===== src/rtl/pwm_ctrl.sv =====
`default_nettype none
// ============================================================================
// Module   : pwm_ctrl
// Purpose  : PWM sequencing controller. Owns the period counter, the active
//            period/duty registers and the registered PWM output. New
//            period/duty settings arrive over a valid/ready handshake into a
//            shadow register and are applied only at a period boundary (or
//            while idle), so a pulse is never truncated or glitched.
// Ports    : ck          - system clock, all updates on posedge
//            rst_n       - asynchronous active-low reset
//            en          - run request
//            cfg_valid   - host offers a configuration
//            cfg_ready   - shadow register free (transfer on valid && ready)
//            cfg_period  - period in ck cycles, 0 stops generation
//            cfg_duty    - high time in ck cycles
//            pwm_out     - registered PWM output
//            period_end  - registered, high in the last cycle of each period
//            running     - high while in RUN or DRAIN
// Revision : 1.0 - initial release
// ============================================================================
module pwm_ctrl #(
    parameter int WIDTH = 8
) (
    input  logic             ck,
    input  logic             rst_n,
    input  logic             en,
    input  logic             cfg_valid,
    output logic             cfg_ready,
    input  logic [WIDTH-1:0] cfg_period,
    input  logic [WIDTH-1:0] cfg_duty,
    output logic             pwm_out,
    output logic             period_end,
    output logic             running
);

    localparam logic [WIDTH-1:0] c_ZERO = '0;
    localparam logic [WIDTH-1:0] c_ONE  = {{(WIDTH-1){1'b0}}, 1'b1};

    typedef enum logic [1:0] {
        ST_IDLE  = 2'd0,
        ST_RUN   = 2'd1,
        ST_DRAIN = 2'd2
    } state_t;

    state_t           r_state;
    logic [WIDTH-1:0] r_cnt;
    logic [WIDTH-1:0] r_per_act;
    logic [WIDTH-1:0] r_duty_act;
    logic [WIDTH-1:0] r_per_sh;
    logic [WIDTH-1:0] r_duty_sh;
    logic             r_pending;

    state_t           w_state_nxt;
    logic [WIDTH-1:0] w_cnt_nxt;
    logic [WIDTH-1:0] w_per_nxt;
    logic [WIDTH-1:0] w_duty_nxt;
    logic [WIDTH-1:0] w_last;
    logic [WIDTH-1:0] w_last_nxt;
    logic             w_pending_nxt;
    logic             w_xfer;
    logic             w_wrap;
    logic             w_apply;
    logic             w_active_nxt;

    assign cfg_ready = !r_pending;
    assign running   = (r_state != ST_IDLE);

    // A transfer needs pending=0 and an apply needs pending=1, so the two
    // can never coincide: a transfer on a wrap edge waits for the next wrap.
    assign w_xfer = cfg_valid && !r_pending;

    assign w_last = r_per_act - c_ONE;
    assign w_wrap = (r_cnt == w_last);

    always_comb begin
        w_state_nxt = r_state;
        w_cnt_nxt   = r_cnt;
        w_apply     = 1'b0;

        case (r_state)
            ST_IDLE: begin
                w_cnt_nxt = c_ZERO;
                w_apply   = r_pending;
            end
            ST_RUN, ST_DRAIN: begin
                if (w_wrap) begin
                    w_cnt_nxt = c_ZERO;
                    w_apply   = r_pending;
                end else begin
                    w_cnt_nxt = r_cnt + c_ONE;
                end
            end
            default: begin
                w_cnt_nxt = c_ZERO;
            end
        endcase

        // Active values as they stand after any same-edge shadow copy.
        w_per_nxt  = w_apply ? r_per_sh  : r_per_act;
        w_duty_nxt = w_apply ? r_duty_sh : r_duty_act;

        case (r_state)
            ST_IDLE: begin
                if (en && (w_per_nxt != c_ZERO)) begin
                    w_state_nxt = ST_RUN;
                end
            end
            ST_RUN: begin
                if (w_wrap && (w_per_nxt == c_ZERO)) begin
                    w_state_nxt = ST_IDLE;
                end else if (!en) begin
                    w_state_nxt = ST_DRAIN;
                end
            end
            ST_DRAIN: begin
                // The drain period always finishes; en only rescues it
                // before the wrap edge.
                if (w_wrap) begin
                    w_state_nxt = ST_IDLE;
                end else if (en) begin
                    w_state_nxt = ST_RUN;
                end
            end
            default: begin
                w_state_nxt = ST_IDLE;
            end
        endcase

        if (w_state_nxt == ST_IDLE) begin
            w_cnt_nxt = c_ZERO;
        end

        w_pending_nxt = w_xfer ? 1'b1 : (w_apply ? 1'b0 : r_pending);
        w_active_nxt  = (w_state_nxt != ST_IDLE);
    end

    assign w_last_nxt = w_per_nxt - c_ONE;

    always_ff @(posedge ck or negedge rst_n) begin
        if (!rst_n) begin
            r_state    <= ST_IDLE;
            r_cnt      <= c_ZERO;
            r_per_act  <= c_ZERO;
            r_duty_act <= c_ZERO;
            r_per_sh   <= c_ZERO;
            r_duty_sh  <= c_ZERO;
            r_pending  <= 1'b0;
            pwm_out    <= 1'b0;
            period_end <= 1'b0;
        end else begin
            r_state    <= w_state_nxt;
            r_cnt      <= w_cnt_nxt;
            r_per_act  <= w_per_nxt;
            r_duty_act <= w_duty_nxt;
            r_pending  <= w_pending_nxt;
            if (w_xfer) begin
                r_per_sh  <= cfg_period;
                r_duty_sh <= cfg_duty;
            end
            // Outputs are computed from the next-cycle values so they stay
            // aligned with the registered counter.
            pwm_out    <= w_active_nxt && (w_cnt_nxt < w_duty_nxt);
            period_end <= w_active_nxt && (w_cnt_nxt == w_last_nxt);
        end
    end

endmodule
`default_nettype wire


===== config.mk =====
export PLATFORM = sky130hd
export DESIGN_NAME = pwm_ctrl
export DESIGN_NICKNAME = d
export VERILOG_FILES = /design/src/rtl/pwm_ctrl.sv
export SDC_FILE = /design/constraint.sdc
export NUM_CORES = 1
export LEC_CHECK = 0
export CORE_ASPECT_RATIO = 0.7
export CORE_MARGIN = 2
export CORE_UTILIZATION = 36
export DETAILED_ROUTE_END_ITERATION = 16
export GPL_TIMING_DRIVEN = 0
export PLACE_DENSITY = 0.57
export SLEW_MARGIN = 5
export SYNTH_ARGS = -nofsm -noshare
export SYNTH_HDL_FRONTEND = slang
export SYNTH_SLANG_ARGS = --single-unit

===== constraint.sdc =====
create_clock -name ck -period 5 [get_ports ck]
set_clock_uncertainty 0.05 [all_clocks]
set_input_delay 0.5 -clock ck [delete_from_list [all_inputs] [get_ports ck]]
set_output_delay 0.5 -clock ck [all_outputs]
set_load 0.02 [all_outputs]

==> results of run 1 <==
kinds of logic (layout without fill, tap and decap cells):
| family | after synthesis | after routing | share of synthesized area, % |
|---|---|---|---|
| fa+ha+maj | 14 | 14 | 5.978 |
| compound gates | 46 | 46 | 13.19 |
| simple gates | 99 | 99 | 18.92 |
| xor+xnor | 23 | 23 | 6.874 |
| buf+inv | 29 | 75 | 3.800 |
| mux | 35 | 35 | 12.81 |
| flops | 45 | 45 | 38.43 |
routing by layer:
| layer | vias up | part of all wire [%] | GRT usage (%) |
|---|---|---|---|
| li1 | 1123 | - | - |
| met5 | - | 0 | 0 |
| met1 | 1149 | 51 | 23.02 |
| met4 | 0 | 1.6 | 4.815 |
| met3 | 15 | 4.0 | 3.341 |
| met2 | 41 | 44 | 24.06 |
layout make-up:
type                    count  share of cell area [%]
clock buffers               5                   3.365
clock inverters             1                  0.1346
plain buffers               6                   1.077
multi-input cells         217                   49.39
inverters                  22                   2.221
repair buffers             41                   10.03
well taps                 101                   3.398
flip-flops and latches     45                   30.38
power breakdown:
part | internal (mW) | total [mW] | switching (mW)
Clock | 0.178 | 0.303 | 0.124
Sequential | 0.527 | 0.694 | 0.167
Combinational | 0.731 | 1.52 | 0.784
per-stage QoR:
step                      hold slack, ns  worst slack [ns]   TNS, ns
final                            0.04613            0.2422         0
after global routing             0.05697          -0.01705  -0.01705
after CTS                        0.05372           0.01630         0
after detailed placement          0.3523           -0.9782   -0.9782
after global placement            0.4307           -0.9124   -0.9124
after floorplan                   0.1544            0.1819         0
placed cells by master (no fill, tap or decap), drive strengths merged, types with 2 or more instances in the layout:
cell type and n:
nor4b 2, a22oi 2, a21o 3, a31oi 5, and3 6, nor3 5
mux2i 15, nor2 22, dfrtp 45, buf 21, a21oi 4, clkdlybuf4s50 22
o211ai 6, nand3 15, ha 14, mux2 20, nor2b 5, xnor2 16
clkbuf 9, xor2 7, or3 4, a2111oi 2, nand4 4, and2 4
inv 22, o21ai 9, o2111ai 2, nand2 23, nand2b 4
worst max-delay path, stage by stage, from the launching register on:
cell and delay [ns]:
dfrtp_2 0.44, inv_1 0.12, ha_4 0.21, xor2_1 0.14
o211ai_1 0.14, nor4b_4 0.32, o211ai_4 0.15, nand2_4 0.13
buf_12 0.15, mux2i_4 0.27, ha_4 0.18, nand3_1 0.12
or3_4 0.36, o2111ai_1 0.11, o211ai_1 0.13, a22oi_2 0.30
o21ai_4 0.13, nor3_4 0.17, ha_1 0.29, a211oi_2 0.23
a221oi_1 0.10, a2111oi_1 0.37
final timing paths:
kind | startpoint | to | slack, ns
setup / recovery | r_per_act[0] | pwm_out | 0.24
hold / removal | rst_n | r_duty_act[5] | 0.05
setup reg to reg | r_per_act[0] | pwm_out | 0.24
hold reg to reg | r_duty_act[7] | r_duty_act[7] | 0.44
max in group asynchronous | rst_n | r_state[0] | 4.37
min in group ck | r_duty_act[7] | r_duty_act[7] | 0.44
flip-flops by register name, summed over array words and instances (netlist names):
| name | count |
|---|---|
| r_state | 2 |
| r_cnt | 8 |
| r_duty_sh | 8 |
| period_end | 1 |
| r_per_sh | 8 |
| pwm_out | 1 |
| r_per_act | 8 |
| r_pending | 1 |
| r_duty_act | 8 |
repair_timing:
item,in CTS,in global routing
setup endpoints to repair,1,1
resized for setup,21,15
pin swaps,5,7
setup buffers,5,12
==> flow_summary.toml, run 1 <==
[finish]
num_antenna_cells = 0
fin_cells = 438
post-route-util_pct = 47.24
num-fill-cells = 746
multiInputGateArea_um2 = 1837
seq_area_um2 = 1130
area_growth_pct = 26.90
layout-drive-gt1-share_pct = 23.74
fin_area_um2 = 3719
nNetsFinal = 372

[sta]
fmax_mhz = 210.2
finalCritPeriodShare_pct = 95.16
hold_viol = 0
drv_slew = 0
worstMarginPinSlew_ns = 0.7005
finalCriticalPeriod_ns = 4.758
relSlewSlack_pct = 53.30
setup_viol = 0

[pwr]
ir_worst_vdd_mv = 0.2444
powerDensity_nw_per_um2 = 675.5
p_leak_nw = 1.658
p_total_mw = 2.512

[placement]
place_area_um2 = 3302
place_inst = 416
dp_hpwl_um = 5163
io_buffers = 23
routabilityCongestion = 0.8688

[grt]
grt.overflow.total = 0
grt_pass1_vias = 2224
grt_max_degree = 35
grt_pass1_wl_um = 11230
grt_use_total_pct = 15.96
grt_antenna_before_repair = 0

[worst_setup_path]
worstPathRequired_ns = 5.11
r2r_cells = 21
path_class = "reg2reg"
startpoint_type = "flop"
path_max_fanout = 10
setup.worst_path.end_class = "flop"
arrival_ns = 4.87

[detailed_routing]
drc = 0
vias_per_cell = 5.315
wl_per_cell_um = 15.66
drt_wl_total_um = 6859
vias = 2328
first_pass_iters = 4
drt_iter0_drc = 133
ant_nets = 0

[logic_synthesis]
synth.avg_cell_area_um2 = 10.07
synth_area_leader_cell = "dfrtp_1"
postSynthCellCount = 291
synth_fp_nets = 325
yosysWarnings = 0
synthFlopType = "dfrtp_1"
ys_top_cells_by_count = "dfrtp_1 (45), inv_1 (22), nor2_1 (22), nand2_1 (21), mux2_2 (17)"
syn_area_um2 = 2930
yosys-top-cells-area = "dfrtp_1 (38%), mux2_2 (6.5%), ha_1 (6.0%)"
synth-seq-cells = 45
synth_cell_types = 60
synth_most_common_cell = "dfrtp_1"
synth_top_cell_area_share_pct = 38.43
ys_seq_area_share_pct = 38.43
synthArstFlopShare_pct = 100.0
synth_edf_count = 0

[die]
initial_core_util_pct = 37.23
die_area_um2 = 8889
core_um2 = 7871
die_w_um = 111.8
dieHeight_um = 79.49
core.rowCount = 27
io_pins = 24

[cts]
ctsLongestPathBuffers = 2
ctsHoldBuffers = 0
clkTransAtPathRegs_ns = 0.06
htreeDepth = 2
insertion_delay_ns = 0.28
cts_buffers = 5
cts.sinks = 45
root_buffer = "clkbuf_16"
cts_tree = "done"

[run]
max_cap_violations = 0

[status]
status = "complete, no violations"

[worst_hold_path]
hold_class = "in2async"
No activity file was read; power rests on OpenSTA's default activity.
==> inputs of run 2 (changes only) <==
--- a/config.mk
+++ b/config.mk
@@ -10,7 +10,7 @@
 export CORE_UTILIZATION = 36
 export DETAILED_ROUTE_END_ITERATION = 16
 export GPL_TIMING_DRIVEN = 0
-export PLACE_DENSITY = 0.57
+export PLACE_DENSITY = 0.55
 export SLEW_MARGIN = 5
 export SYNTH_ARGS = -nofsm -noshare
 export SYNTH_HDL_FRONTEND = slang
==> constraint.sdc (replaced) <==
create_clock -name ck -period 4.5 [get_ports ck]
set_clock_uncertainty 0.05 [all_clocks]
set_input_delay 0.45 -clock ck [delete_from_list [all_inputs] [get_ports ck]]
set_output_delay 0.45 -clock ck [all_outputs]
set_load 0.02 [all_outputs]
==> flow_summary.toml, run 2 (synthesized netlist as in run 1, its figures left out) <==
[status]
status = "complete, no violations"

[placement]
dp_hpwl_um = 5202
io_buffers = 23
routabilityCongestion = 0.7950
pre_cts_slack_ns = -0.7639

[die]
dieHeight_um = 79.49
io_pins = 24
die_area_um2 = 8889
initial_core_util_pct = 37.23
core.rowCount = 27
core_um2 = 7871
die_w_um = 111.8

[cts]
cts_tree = "done"
ctsHoldBuffers = 0
root_buffer = "clkbuf_16"
insertion_delay_ns = 0.28
ctsLongestPathBuffers = 2
cts.sinks = 45
cts_buffers = 5
clkTransAtPathRegs_ns = 0.06
htreeDepth = 2

[finish]
num-fill-cells = 730
nNetsFinal = 383
area_growth_pct = 33.95
layout-drive-gt1-share_pct = 28.86
num_antenna_cells = 0
mostFrequentLayoutCells = "dfrtp_1 (42), buf_4 (28), clkdlybuf4s50_1 (22)"
post-route-util_pct = 49.86
final_common_cell = "dfrtp_1"

[detailed_routing]
vias = 2328
wl_per_cell_um = 15.95
drt_wl_total_um = 7192
vias_per_cell = 5.162
drt_iter0_drc = 83
ant_nets = 0
first_pass_iters = 4
drc = 0

[grt]
grt_pass1_vias = 2266
grt_pass1_wl_um = 11480
grt_max_degree = 33
grt_antenna_before_repair = 0
grt.overflow.total = 0
grt_use_total_pct = 16.34

[run]
max_cap_violations = 0

[sta]
finalCritPeriodShare_pct = 99.08
relSlewSlack_pct = 57.09
fmax_mhz = 224.3
finalCriticalPeriod_ns = 4.458
setup_viol = 0
worstMarginPinSlew_ns = 0.6436
timing.final.ws_setup_ns = 0.04160
hold_viol = 0
timing.hold.ws_ns = 0.01198
rsz0062_at_grt = "true"
drv_slew = 0

[worst_setup_path]
worstPathRequired_ns = 4.61
path_class = "reg2reg"
setup.worst_path.end_class = "flop"
startpoint_type = "flop"
cp-endpoint = "pwm_out"
path_max_fanout = 5
timing.rr.end = "pwm_out"
crit_path_start = "r_per_act[0]"
arrival_ns = 4.57
r2r-start = "r_per_act[0]"
r2r_cells = 18
r2r_setup_slack_ns = 0.04

[pwr]
powerDensity_nw_per_um2 = 780.9
p_total_mw = 3.065
ir_worst_vdd_mv = 0.2753
p_leak_nw = 1.729

[worst_hold_path]
hold_class = "in2async"
## run 2: cell count changes in the layout (fill, tap and decap cells not counted), sizes merged
cell / previous run / this run
buf: 21 / 31
o21ai: 9 / 10
bufinv: 0 / 1
clkbuf: 9 / 10
## run 2: timing repair
item | in CTS | in global routing
endpoints found under the setup margin | 1 | 1
endpoints found under the hold margin | 0 | 0
buffers inserted | 16 | 12
cloned | 1 | 0
gates resized for setup | 13 | 17
pin swaps | 11 | 20
## run 2: how the worst min path moves through the flow
stage,from,to,depth (start not counted)
floorplan,rst_n,period_end,0
global placement,r_duty_act[6],r_duty_act[6],2
detailed placement,rst_n,r_duty_sh[4],1
CTS,rst_n,pwm_out,1
global route,rst_n,pwm_out,1
finish,rst_n,pwm_out,1
## run 2: layer usage
metal	global-route usage (%)	part of all wire, %	vias up
li1	-	-	1155
met1	23.90	51	1137
met2	25.45	45	32
met3	3.037	3.0	4
met4	3.086	0.46	0
met5	0	0	-
## run 2: worst max-delay path: stages, from the launching register on
cell,delay [ns]
dfrtp_2,0.43
buf_4,0.17
xor2_1,0.24
o211ai_1,0.18
nor4b_4,0.36
o211ai_4,0.14
nand2_4,0.15
mux2i_4,0.29
ha_4,0.19
nand3_4,0.06
or3_4,0.42
mux2i_4,0.21
a22oi_2,0.15
o21ai_4,0.30
nor2_1,0.13
ha_1,0.29
a21bo_1,0.20
a221oi_2,0.32
a2111oi_4,0.05
## run 2: layout make-up
cell class,count,area [µm²],share of cell area [%]
repair buffers,52,455.4,11.60
well taps,101,126.4,3.220
flip-flops and latches,45,1130,28.79
clock buffers,6,128.9,3.283
inverters,22,82.58,2.104
clock inverters,2,38.79,0.9882
plain buffers,5,20.02,0.5100
multi-input cells,218,1943,49.51
## run 2: metrics by stage
step                      instance area, µm²  setup TNS [ns]  instances
after floorplan                         3015               0        291
after global routing                    3925         -0.1630        451
after detailed placement                3387         -0.7639        416
after CTS                               3756               0        440
after global placement                  3372         -0.7070        415
final                                   3925               0        451
## run 2: power by group
group	leakage [nW]	internal [mW]	switching, mW
combinational	1.10	0.908	0.977
sequential	0.548	0.586	0.178
clock	0.0810	0.263	0.153
==> inputs of run 3 (changes only) <==
--- a/config.mk
+++ b/config.mk
@@ -11,6 +11,7 @@
 export DETAILED_ROUTE_END_ITERATION = 16
 export GPL_TIMING_DRIVEN = 0
 export PLACE_DENSITY = 0.55
+export SETUP_SLACK_MARGIN = 0.2
 export SLEW_MARGIN = 5
 export SYNTH_ARGS = -nofsm -noshare
 export SYNTH_HDL_FRONTEND = slang
==> flow_summary.toml, run 3 (synthesized netlist as in run 1, its figures left out) <==
[die]
die_area_um2 = 8889
die_w_um = 111.8
initial_core_util_pct = 37.23
core.rowCount = 27
core_um2 = 7871
io_pins = 24
dieHeight_um = 79.49

[sta]
relSlewSlack_pct = 58.71
hold_viol = 0
fin_setup_tns_ns = 0
setup_viol = 0
fmax_mhz = 228.1
finalCriticalPeriod_ns = 4.384
worstMarginPinSlew_ns = 0.6193
drv_slew = 0
timing.hold.ws_ns = 0.06113
finalCritPeriodShare_pct = 97.43
rsz0062_at_grt = "true"
timing.final.ws_setup_ns = 0.1158

[grt]
grt_antenna_before_repair = 0
grt_pass1_wl_um = 11720
grt_max_degree = 27
grt.overflow.total = 0
grt_use_total_pct = 16.72
grt_pass1_vias = 2267

[finish]
fin_area_um2 = 3953
num_antenna_cells = 0
layout-drive-gt1-share_pct = 30.03
final_common_cell = "dfrtp_1"
nNetsFinal = 386
area_growth_pct = 34.88
mostFrequentLayoutCells = "dfrtp_1 (42), buf_4 (28), clkdlybuf4s50_1 (22)"

[worst_setup_path]
startpoint_type = "flop"
worstPathRequired_ns = 4.63
setup.worst_path.end_class = "flop"
r2r_setup_slack_ns = 0.12
arrival_ns = 4.51
path_class = "reg2reg"
path_max_fanout = 6

[cts]
root_buffer = "clkbuf_16"
ctsLongestPathBuffers = 2
clkTransAtPathRegs_ns = 0.06
cts_buffers = 5
insertion_delay_ns = 0.28
cts.sinks = 45
cts_tree = "done"
htreeDepth = 2

[placement]
io_buffers = 23
dp_hpwl_um = 5189
place_area_um2 = 3403
pre_cts_slack_ns = -0.7524
routabilityCongestion = 0.7856

[run]
max_cap_violations = 0

[pwr]
ir_worst_vdd_mv = 0.2856
powerDensity_nw_per_um2 = 769.0
p_total_mw = 3.040
p_leak_nw = 1.757

[worst_hold_path]
hold_class = "in2async"

[detailed_routing]
drc = 0
vias_per_cell = 5.137
ant_nets = 0
drt_wl_total_um = 7090
wl_per_cell_um = 15.62
drt_iter0_drc = 117
vias = 2332
first_pass_iters = 4

[status]
status = "complete, no violations"
## run 3: changes by cell type in the layout (fill, tap and decap cells not counted), moves of 2 or more
cell / delta
buf_6: +3
o21ai_4: -2
xor2_1: -2
xor2_2: +2
## run 3: path summary, 6_finish.rpt
| check | end | from | cells past startpoint |
|---|---|---|---|
| setup / recovery | pwm_out | r_per_act[0] | 21 |
| hold / removal | r_duty_sh[4] | rst_n | 1 |
| setup reg to reg | pwm_out | r_per_act[0] | 21 |
| hold reg to reg | r_duty_act[6] | r_duty_act[6] | 2 |
| max in group asynchronous | r_per_act[1] | rst_n | 2 |
| min in group ck | r_duty_act[6] | r_duty_act[6] | 2 |
## run 3: power by group
group,switching (mW),leakage [nW],internal [mW]
Clock,0.156,0.0735,0.223
Combinational,0.965,1.14,0.927
Sequential,0.184,0.548,0.585
Total,1.30,1.76,1.74
## run 3: cell type report
type,instances,area [µm²]
multi-input cells,217,1929
fillers,763,3919
flip-flops and latches,45,1130
clock inverters,2,16.27
plain buffers,7,51.30
repair buffers,54,478.0
inverters,22,82.58
well taps,101,126.4
clock buffers,6,138.9
## run 3: worst max-delay path: stages, from the launching register on
cell and delay [ns]:
dfrtp_2 0.40, inv_2 0.05, ha_4 0.27, xor2_2 0.12, o211ai_1 0.15, nor4b_4 0.36
o211ai_4 0.14, nand2_4 0.10, buf_12 0.12, mux2i_4 0.25, ha_4 0.17, nand3_2 0.06
or3_4 0.36, o2111ai_2 0.09, o211ai_1 0.12, a22oi_2 0.24, o21ai_4 0.15, nor3_4 0.25
ha_4 0.25, a211oi_4 0.26, a221oi_4 0.10, a2111oi_4 0.20
## run 3: what timing repair did
action / CTS / global route
buffers inserted: 22 / 8
gates cloned: 0 / 0
resized for setup: 22 / 13
pin swaps: 17 / 10
endpoints found under the setup margin: 3 / 1
hold buffers: 0 / 0
## run 3: per-stage QoR
stage | util (%) | cells
after floorplan | - | 291
after global placement | 43.05 | 415
after detailed placement | 43.24 | 416
after CTS | 48.42 | 446
after global routing | 50.21 | 454
final | 50.21 | 454
## run 3: routing by layer
layer  wire length [µm]  vias to the layer above  track usage, %
li1                   -                     1155               -
met1               3594                     1135           24.00
met2               3232                       35           27.03
met3                205                        7           2.278
met4                 57                        0           3.704
met5                  0                        -               0
==> RTL change (settings of run 2) <==
Re-encode `state_t` (3 states) as one-hot, 3 bits wide.
--- a/src/rtl/pwm_ctrl.sv
+++ b/src/rtl/pwm_ctrl.sv
@@ -36,10 +36,10 @@
     localparam logic [WIDTH-1:0] c_ZERO = '0;
     localparam logic [WIDTH-1:0] c_ONE  = {{(WIDTH-1){1'b0}}, 1'b1};
 
-    typedef enum logic [1:0] {
-        ST_IDLE  = 2'd0,
-        ST_RUN   = 2'd1,
-        ST_DRAIN = 2'd2
+    typedef enum logic [2:0] {
+        ST_IDLE  = 3'b001,
+        ST_RUN   = 3'b010,
+        ST_DRAIN = 3'b100
     } state_t;
 
     state_t           r_state;
Formal check against the unedited RTL: same outputs for any inputs over 10 cycles, from zero or initial values and one cycle with rst_n low; not proved beyond that.
==> RTL change against run 2 <==
  * Non-clock buffer count shrank 23
  * Largest power group unchanged
  * Sequential cell count grew 1
  * Total power shrank 25%
  * Design area shrank 18%
  * Setup slack gained 200 ps
  * Cell count shrank 14%
  * Synthesized area shrank 8.0%
  * Sequential power shrank 2.9%
  * Worst hold slack gained 430 ps
  * Critical path type unchanged
  * Wire length shrank 21%
  * Critical path depth shrank 4
  * Maximum frequency grew 4.8%
  * Via count shrank 18%
==> RTL change: results (changes against run 2) <==
status - finished clean (unchanged)
compound-gate portion of the synthesized area - 12.2% (was 13.2%)
Global Route met2 Usage - 21.6% (was 25.5%)
power density over the cells - 716 mW/mm² (was 781 mW/mm²)
Clock power frac - 14.3% (was 13.6%)
met3 usage - 3.85% (was 3.04%)
DP Cell Count - 381 (was 416)
Worst-Skew Late Latency - 310 ps (was 280 ps)
vias in the first global route - 1972 (was 2266)
commonest cells in the netlist - 45 x dfrtp_1, 21 x nand2_1, 18 x inv_1, 17 x mux2_2, 17 x xnor2_1 (was 45 x dfrtp_1, 22 x inv_1, 22 x nor2_1, 21 x nand2_1, 17 x mux2_2)
Logic power comb - 1230 µW (was 1890 µW)
delay of the slowest cell on the worst path - 520 ps (was 430 ps)
peak supply drop - 0.000254 V (was 0.000275 V)
Initial DRC Count - 88 (was 83)
Static Leak - 0.00143 µW (was 0.00173 µW)
Critical R2R Capture - period_end (was pwm_out)
Synth cell types - 49 (was 60)
Avg Vias per Cell - 4.93 (was 5.16)
mux cell area share after synthesis - 11.2% (was 12.8%)
slowest CP cell - or4_4 (was dfrtp_2)
pin count of the biggest net entering global routing - 36 (was 33)
layout cell share with drive strength beyond 1 - 16.2% (was 28.9%)
Sw Pwr - 953 µW (was 1310 µW)
top cells by area, synth - dfrtp_1 42%, mux2_2 7.1%, xnor2_1 5.5%, ha_1 5.1%, mux2i_1 4.1% (was dfrtp_1 38%, mux2_2 6.5%, ha_1 6.0%, mux2i_1 5.1%, xnor2_1 4.8%)
Hold WC Path Type - reg2reg (was in2async)
CTS clk-pin slew, worst paths - 100 ps (was 60 ps)
met1 usage - 23.8% (was 23.9%)
sequential area share after synthesis - 42.7% (was 38.4%)
Placer Congestion - 0.823 (was 0.795)
met3 wire len - 220 µm (was 219 µm)
DPL Wire Length - 4420 µm (was 5200 µm)
Post-Syn Instances - 259 (was 291)
non-filler cells, final - 389 (was 451)
M1 WL - 3090 µm (was 3690 µm)
DR WL met2 - 2340 µm (was 3250 µm)
Mapped Nets - 290 (was 325)
fin nets - 321 (was 383)
Crit Path Max Fanout - 10 (was 5)
first-pass GRT wire length - 9780 µm (was 11500 µm)
placed inst area - 0.00306 mm² (was 0.00339 mm²)
wire per inst - 14.6 µm (was 15.9 µm)
All-Layer GR Usage - 15.3% (was 16.3%)
Max transition margin - 52.6% (was 57.1%)
CTS Root Cell - clkbuf_8 (was clkbuf_16)
[RTL change: cell count changes after synthesis, moves of 4 or more]
cell / delta
nand2b_1: -4
nand3_1: -8
nor2_1: -7
mux2i_1: -4
inv_1: -4
o31ai_1: +4
a31oi_1: -4
[RTL change: kinds of logic (layout without fill, tap and decap cells)]
| logic type | Yosys count | after routing |
|---|---|---|
| xor+xnor | 28 | 28 |
| mux | 28 | 28 |
| fa+ha+maj | 11 | 11 |
| flops | 46 | 46 |
| simple gates | 77 | 77 |
| buf+inv | 28 | 60 |
| compound gates | 41 | 41 |
[RTL change: layout make-up]
type	count	area, µm²
tap	98	123
buffer	9	46.3
sequential	46	1150
clock buffer	5	68.8
clock inverter	3	48.8
timing repair buffer	25	255
fill	726	4080
multi-input combinational	185	1450
inverter	18	67.6
[RTL change: timing repair]
action	in CTS	in global routing
endpoints found under the setup margin	1	2
gates cloned	0	0
hold buffers	1	0
pin swaps	0	0
endpoints found under the hold margin	11	0
setup buffers	0	0
resized for setup	1	5
